$ cat src/rtl/seven_seg_pkg.sv
// Shared constants for the seven-segment scan driver: hex segment table,
// segment bit indices and the logical all-off pattern.
package seven_seg_pkg;

  typedef enum int {
    SEG_A = 0,
    SEG_B = 1,
    SEG_C = 2,
    SEG_D = 3,
    SEG_E = 4,
    SEG_F = 5,
    SEG_G = 6
  } seg_bit_e;

  localparam logic [6:0] SEG_OFF = 7'b0000000;

  // Index 15 first: packed array concatenation fills from the top entry down.
  localparam logic [15:0][6:0] SEG_TABLE = {
    7'b1110001,  // F
    7'b1111001,  // E
    7'b1011110,  // d
    7'b0111001,  // C
    7'b1111100,  // b
    7'b1110111,  // A
    7'b1101111,  // 9
    7'b1111111,  // 8
    7'b0000111,  // 7
    7'b1111101,  // 6
    7'b1101101,  // 5
    7'b1100110,  // 4
    7'b1001111,  // 3
    7'b1011011,  // 2
    7'b0000110,  // 1
    7'b0111111   // 0
  };

  function automatic logic [6:0] seg_lookup(input logic [3:0] nibble);
    return SEG_TABLE[nibble];
  endfunction

endpackage

$ cat src/rtl/seven_seg_scan_driver_if.sv
// Load-side bus of the seven-segment scan driver: value/dp/enable words,
// the load strobe and the busy (commit pending) flag.
interface seven_seg_scan_driver_if #(
  parameter int NUM_DIGITS = 4
);

  logic [4*NUM_DIGITS-1:0] data;
  logic [NUM_DIGITS-1:0]   dp;
  logic [NUM_DIGITS-1:0]   digit_en;
  logic                    load;
  logic                    busy;

  modport master (
    output data,
    output dp,
    output digit_en,
    output load,
    input  busy
  );

  modport slave (
    input  data,
    input  dp,
    input  digit_en,
    input  load,
    output busy
  );

endinterface

$ cat src/rtl/hex_to_seg7.sv
// Combinational hex nibble to seven-segment pattern (bit0 = a .. bit6 = g),
// logical polarity: 1 means segment lit.
module hex_to_seg7
  import seven_seg_pkg::*;
(
  input  logic [3:0] nibble,
  output logic [6:0] seg
);

  assign seg = seg_lookup(nibble);

endmodule

$ cat src/rtl/seven_seg_scan_driver.sv
// Time-multiplexed N-digit seven-segment driver with frame-synchronous commit.
// Optional macro SEVEN_SEG_LEADING_ZERO_BLANK_EN blanks leading zero digits.
module seven_seg_scan_driver
  import seven_seg_pkg::*;
#(
  parameter int NUM_DIGITS     = 4,
  parameter int SCAN_DIV       = 50000,
  parameter int BLANK_CYCLES   = 1,
  parameter int SEG_ACTIVE_LOW = 0,
  parameter int AN_ACTIVE_LOW  = 1
) (
  input  logic                     clk,
  input  logic                     reset,
  seven_seg_scan_driver_if.slave   bus,
  output logic [6:0]               seg,
  output logic                     dp_out,
  output logic [NUM_DIGITS-1:0]    an,
  output logic                     frame_done
);

  localparam int PRESC_W = (SCAN_DIV > 2) ? $clog2(SCAN_DIV) : 1;
  localparam int IDX_W   = (NUM_DIGITS > 1) ? $clog2(NUM_DIGITS) : 1;

  localparam logic [PRESC_W-1:0] PRESC_LAST = PRESC_W'(SCAN_DIV - 1);
  localparam logic [IDX_W-1:0]   IDX_LAST   = IDX_W'(NUM_DIGITS - 1);

  localparam logic SEG_INV = (SEG_ACTIVE_LOW != 0);
  localparam logic AN_INV  = (AN_ACTIVE_LOW != 0);

  localparam logic [6:0]            SEG_PIN_OFF = SEG_OFF ^ {7{SEG_INV}};
  localparam logic                  DP_PIN_OFF  = SEG_INV;
  localparam logic [NUM_DIGITS-1:0] AN_PIN_OFF  = {NUM_DIGITS{AN_INV}};

  if (NUM_DIGITS < 1 || NUM_DIGITS > 8) begin : g_bad_num_digits
    $error("seven_seg_scan_driver: NUM_DIGITS must be 1..8");
  end
  if (SCAN_DIV < 2) begin : g_bad_scan_div
    $error("seven_seg_scan_driver: SCAN_DIV must be at least 2");
  end
  if (BLANK_CYCLES < 0 || BLANK_CYCLES >= SCAN_DIV) begin : g_bad_blank
    $error("seven_seg_scan_driver: BLANK_CYCLES must be 0..SCAN_DIV-1");
  end

  logic [PRESC_W-1:0] presc;
  logic [IDX_W-1:0]   idx;
  logic               slot_end;
  logic               frame_tick;

  logic [4*NUM_DIGITS-1:0] shadow_data;
  logic [NUM_DIGITS-1:0]   shadow_dp;
  logic [NUM_DIGITS-1:0]   shadow_en;
  logic [4*NUM_DIGITS-1:0] act_data;
  logic [NUM_DIGITS-1:0]   act_dp;
  logic [NUM_DIGITS-1:0]   act_en;

  logic [3:0]            cur_nibble;
  logic                  cur_dp;
  logic                  cur_en;
  logic                  cur_lz;
  logic [6:0]            cur_pattern;
  logic [6:0]            seg_next;
  logic                  dp_next;
  logic [NUM_DIGITS-1:0] an_next;
  logic                  blank_gap;

  assign slot_end   = (presc == PRESC_LAST);
  assign frame_tick = slot_end && (idx == IDX_LAST);
  assign frame_done = frame_tick;
  assign blank_gap  = (int'(presc) < BLANK_CYCLES);

  always_ff @(posedge clk or posedge reset) begin
    if (reset) begin
      presc <= '0;
      idx   <= '0;
    end else if (slot_end) begin
      presc <= '0;
      idx   <= (idx == IDX_LAST) ? '0 : idx + 1'b1;
    end else begin
      presc <= presc + 1'b1;
    end
  end

  // A load always wins over a commit in the same cycle, so the freshly
  // written shadow survives until the following frame boundary.
  always_ff @(posedge clk or posedge reset) begin
    if (reset) begin
      shadow_data <= '0;
      shadow_dp   <= '0;
      shadow_en   <= '0;
      act_data    <= '0;
      act_dp      <= '0;
      act_en      <= '0;
      bus.busy    <= 1'b0;
    end else if (bus.load) begin
      shadow_data <= bus.data;
      shadow_dp   <= bus.dp;
      shadow_en   <= bus.digit_en;
      bus.busy    <= 1'b1;
    end else if (frame_tick && bus.busy) begin
      act_data <= shadow_data;
      act_dp   <= shadow_dp;
      act_en   <= shadow_en;
      bus.busy <= 1'b0;
    end
  end

`ifdef SEVEN_SEG_LEADING_ZERO_BLANK_EN
  logic [NUM_DIGITS-1:0] lz_mask;

  // Walk down from the MSD; every digit above the first non-zero nibble is
  // blanked. Digit 0 never gets a mask bit.
  always_comb begin
    logic seen;
    lz_mask = '0;
    seen    = 1'b0;
    for (int k = NUM_DIGITS - 1; k >= 1; k--) begin
      if (act_data[4*k +: 4] != 4'h0) seen = 1'b1;
      lz_mask[k] = ~seen;
    end
  end
`endif

  always_comb begin
    cur_nibble = 4'h0;
    cur_dp     = 1'b0;
    cur_en     = 1'b0;
    cur_lz     = 1'b0;
    for (int k = 0; k < NUM_DIGITS; k++) begin
      if (idx == IDX_W'(k)) begin
        cur_nibble = act_data[4*k +: 4];
        cur_dp     = act_dp[k];
        cur_en     = act_en[k];
`ifdef SEVEN_SEG_LEADING_ZERO_BLANK_EN
        cur_lz     = lz_mask[k];
`endif
      end
    end
  end

  hex_to_seg7 u_decode (
    .nibble (cur_nibble),
    .seg    (cur_pattern)
  );

  always_comb begin
    seg_next = SEG_OFF;
    dp_next  = 1'b0;
    an_next  = '0;
    if (!blank_gap) begin
      an_next = NUM_DIGITS'(1) << idx;
      if (cur_en) begin
        seg_next = cur_lz ? SEG_OFF : cur_pattern;
        dp_next  = cur_dp;
      end
    end
  end

  // Pin registers apply polarity last so the decode path stays active-high.
  always_ff @(posedge clk or posedge reset) begin
    if (reset) begin
      seg    <= SEG_PIN_OFF;
      dp_out <= DP_PIN_OFF;
      an     <= AN_PIN_OFF;
    end else begin
      seg    <= seg_next ^ {7{SEG_INV}};
      dp_out <= dp_next ^ SEG_INV;
      an     <= an_next ^ {NUM_DIGITS{AN_INV}};
    end
  end

endmodule

$ cat src/flat_wrapper.sv
// flat-port wrapper written by rule: the top's interface ports become plain ports
module seven_seg_scan_driver_flat import seven_seg_pkg::*;
#(
  parameter int NUM_DIGITS     = 4,
  parameter int SCAN_DIV       = 50000,
  parameter int BLANK_CYCLES   = 1,
  parameter int SEG_ACTIVE_LOW = 0,
  parameter int AN_ACTIVE_LOW  = 1
)
  (clk, reset, seg, dp_out, an, frame_done, bus_data, bus_dp, bus_digit_en, bus_load, bus_busy);
  seven_seg_scan_driver_if #(.NUM_DIGITS(NUM_DIGITS)) bus_i ();
  input  logic clk;
  input  logic reset;
  output logic [6:0] seg;
  output logic dp_out;
  output logic [NUM_DIGITS-1:0] an;
  output logic frame_done;
  input wire logic [$bits(bus_i.data)-1:0] bus_data;
  input wire logic [$bits(bus_i.dp)-1:0] bus_dp;
  input wire logic [$bits(bus_i.digit_en)-1:0] bus_digit_en;
  input wire logic [$bits(bus_i.load)-1:0] bus_load;
  output wire logic [$bits(bus_i.busy)-1:0] bus_busy;
  assign bus_i.data = bus_data;
  assign bus_i.dp = bus_dp;
  assign bus_i.digit_en = bus_digit_en;
  assign bus_i.load = bus_load;
  assign bus_busy = bus_i.busy;
  seven_seg_scan_driver #(.NUM_DIGITS(NUM_DIGITS), .SCAN_DIV(SCAN_DIV), .BLANK_CYCLES(BLANK_CYCLES), .SEG_ACTIVE_LOW(SEG_ACTIVE_LOW), .AN_ACTIVE_LOW(AN_ACTIVE_LOW)) u_core (.clk(clk), .reset(reset), .bus(bus_i), .seg(seg), .dp_out(dp_out), .an(an), .frame_done(frame_done));
endmodule
$ cat config.mk
export PLATFORM = sky130hd
export DESIGN_NAME = seven_seg_scan_driver_flat
export DESIGN_NICKNAME = d
export VERILOG_FILES = /design/src/rtl/seven_seg_pkg.sv /design/src/rtl/seven_seg_scan_driver_if.sv /design/src/rtl/hex_to_seg7.sv /design/src/rtl/seven_seg_scan_driver.sv /design/src/flat_wrapper.sv
export SDC_FILE = /design/constraint.sdc
export NUM_CORES = 1
export LEC_CHECK = 0
export CORE_MARGIN = 2
export CORE_UTILIZATION = 40
export CTS_BUF_LIST = sky130_fd_sc_hd__clkbuf_8
export DETAILED_ROUTE_END_ITERATION = 16
export PLACE_DENSITY = 0.71
export SLEW_MARGIN = 15
export SYNTH_ARGS = -nofsm -noshare
export SYNTH_HDL_FRONTEND = slang
export SYNTH_SLANG_ARGS = --single-unit
$ cat constraint.sdc
create_clock -name clk -period 2.59 [get_ports clk]
set_input_delay 0.6475 -clock clk [delete_from_list [all_inputs] [get_ports clk]]
set_output_delay 0.6475 -clock clk [all_outputs]
set_load 0.005 [all_outputs]
==> key figures <==
Synth
  • Netlist Area Pre-Place: ~0.0036 sq mm
  • Cell taking the most area after synthesis: dfrtp_1
  • Syn Inst Count: 284
  • Syn Nets: between 300 and 400
  • Post-synth EDFFs: 0
  • Seq/Total Area, Yosys: 54.9%
  • Commonest cells in the synthesized netlist: dfrtp_1 (75), mux2_2 (29), nand2_1 (25)
  • Top-count cell post-synth: dfrtp_1
  • Flops & latches, synth: 79
  • Cell variety after synth: 43
  • Yosys top cell area share: 52.0%
  • Ys async rst share: 100%
  • Top post-synthesis cells by area: dfrtp_1 (52%), mux2_2 (9.0%), mux2_4 (8.3%), ha_1 (4.2%), dfstp_2 (2.9%)
  • Most used DFF post-synth: dfrtp_1
  • Synthesis warning total: 0
  • Post-Syn Area per Cell: about 13 sq um

Placed design
  • HPWL Detailed: about 4700 microns
  • RD Place Congestion: 0.895
  • I/O Buffers: 40
  • Dpl cells: approximately 440

Global route
  • Vias in the first global route: 2503
  • All-Layer GR Usage: 15.1%
  • GRT overflow: 0
  • Initial antenna violation count: 0
  • Pin count of the biggest net entering global routing: 34
  • Global-route wire length before repair: 11800 microns

Route
  • Drt initial violations: 128
  • Vias per cell: about 5.2
  • Final wirelength: 7020 microns
  • # DRC: 0
  • Routed wire length per instance: approximately 15 microns
  • DR pass1 iterations: 4
  • DR vias: 2444
  • Antenna viol nets, final: 0

Power
  • VDD IR max: 0.000316 V
  • Leakage: roughly 0.0021 uW
  • Pwr Total: 2350 uW
  • PwrDens: 509 mW/mm^2

Critical path
  • Crit path max-delay family: simple AND/OR/NAND/NOR gates
  • Cell mode on critical path: buf_6
  • Startpoint Class: register
  • Buf/Inv on CP: 2
  • Worst r2r src: u_core.presc[11]
  • Worst endpoint required time: 1.94 ns
  • Worst reg2reg path depth: 16
  • Reg2reg end: u_core.bus.busy
  • CP endpoint kind: output port
  • CP max stage cell: or4_4
  • Critical path class: register to output port
  • CP cell instances: or4_4 > nor4_4 > nand3_2 > nor2_4 > buf_6 > buf_6
  • CP arrival: 1.98 ns
  • Crit path largest cell delay: 0.55 ns
  • R2R Setup Slk: 0.08 ns
  • Critical path peak fanout: 2
  • Critical Path Stages: 6

Timing
  • Max Slew Vio Count: 0
  • Worst Clk Skew: 0.0101 ns
  • Fin. Hold Viols: 0
  • Final Cycle Share: 102%
  • Worst setup margin: -0.0398 ns
  • RSZ-0062 raised after global routing: true
  • Final setup violating endpoints: 1
  • Slew margin rel.: approximately half
  • Max Fclk: 0.380 GHz
  • Tmin final: 2.63 ns
  • Worst Tran Pin Value: 0.749 ns

Run
  • Total of max-cap violations: 0

Outcome
  • Failing checks: negative setup slack
  • Outcome: finished with violations

Cells and area
  • Post-layout net count: 397
  • Finished Layout Cells: 471
  • Diodes inserted: 0
  • Fillers: 741
  • Area growth, synth to finish: 27.8%
  • Share of cells above drive strength 1: a little under a third

Floorplanning
  • Std-Cell Core Area: just under 0.009 sq mm
  • Die extent in y: slightly below 100 microns
  • Starting density of the core: between 40 and 50%
  • Die span in x: 99.0 microns
  • Die area: just under 0.01 sq mm
  • FP Rows: 34
  • IO Pins: 41

Worst hold path
  • Hold EP: u_core.shadow_dp[0]
  • Worst hold path depth: 1
  • Hold_sp: u_core.shadow_dp[0]
  • Worst min-delay path category: register to register

Clock tree
  • # clock sinks: 79
  • CTS Buf Count: 9
  • Longest Clk Path Bufs: 2
  • H-tree lvl count: 3
  • Hold buffer count at cts: 0
  • Clk_lat worst skew: between 0.3 and 0.4 ns
  • Clock root buffer: clkbuf_8
  • Reg clk slew, reported paths: 0.09 ns
  • CTS tree: done
per-stage QoR:
step	area (sq um)	hold slack (ns)	setup TNS (ns)	worst slack (ns)	utilization [%]
detailed placement	4250	0.491	0	0.0473	48.7
finish	4620	0.507	-0.0398	-0.0398	53.0
CTS	4610	0.513	-0.144	-0.118	52.8
floorplan	3620	0.469	0	0.482	-
global placement	4250	0.492	0	0.0820	48.7
global route	4620	0.528	-0.207	-0.134	53.0
power by group:
| part | switching, uW | internal (uW) |
|---|---|---|
| clock network | 485 | 457 |
| logic | 44.9 | 75.2 |
| registers | 19.8 | 1270 |
state kept, by name, indices dropped and copies added (netlist names):
signal,flops
u_core.an,4
u_core.seg,7
u_core.idx,2
u_core.dp_out,1
u_core.presc,16
u_core.bus.busy,1
u_core.act_data,16
u_core.act_dp,4
u_core.shadow_data,16
u_core.act_en,4
u_core.shadow_en,4
u_core.shadow_dp,4
metal layers:
metal	GRT usage, %	up-vias	share of wire (%)
met3	2.62	19	4.3
met1	19.9	1194	46
met2	24.6	73	48
li1	-	1158	-
met5	0	-	0
met4	6.43	0	1.7
how the worst max path moves through the flow:
stage | startpoint | endpoint | slack (ns)
2_1_floorplan | u_core.idx[1] | u_core.seg[1] | 0.48
3_3_place_gp | u_core.presc[11] | frame_done | 0.08
3_5_place_dp | u_core.presc[11] | frame_done | 0.05
4_1_cts | u_core.presc[5] | frame_done | -0.12
5_1_grt | u_core.presc[11] | frame_done | -0.13
6_report | u_core.presc[11] | frame_done | -0.04
layout by cell type, fill, tap and decap left out, types with 7 or more instances in the layout:
cell,synthesis,final
buf_4,0,19
buf_6,2,13
dfrtp_1,75,75
xor2_1,7,7
clkbuf_8,0,9
nand3_1,11,10
mux2_2,29,29
mux2_4,20,20
inv_1,12,11
ha_1,12,12
clkdlybuf4s50_1,0,39
nand2_1,25,25
nor2_1,17,16
cell families after synthesis:
family,synth area share [%]
adders and majority gates,4.16
and+or+nand+nor,11.8
DFF,54.9
muxes,17.6
xor gates and xnor gates,3.15
buffers and inverters,2.63
AOI/OAI and AO/OA,5.72
what timing repair did:
| item | CTS | global route |
|---|---|---|
| resized for setup | 17 | 3 |
| endpoints found under the setup margin | 1 | 4 |
| setup buffers | 17 | 1 |
| hold endpoints to repair | 0 | 0 |
| pin swaps | 5 | 5 |
final cells by class:
| type | instances | area (sq um) | share of cell area [%] |
|---|---|---|---|
| Clock inverter | 7 | 81.3 | 1.76 |
| Timing Repair Buffer | 72 | 699 | 15.1 |
| Multi-Input combinational cell | 184 | 1550 | 33.5 |
| Clock buffer | 9 | 124 | 2.68 |
| Tap cell | 108 | 135 | 2.93 |
| Inverter | 12 | 48.8 | 1.06 |
| Sequential cell | 79 | 1980 | 42.9 |
No activity file was read; power rests on OpenSTA's default activity.
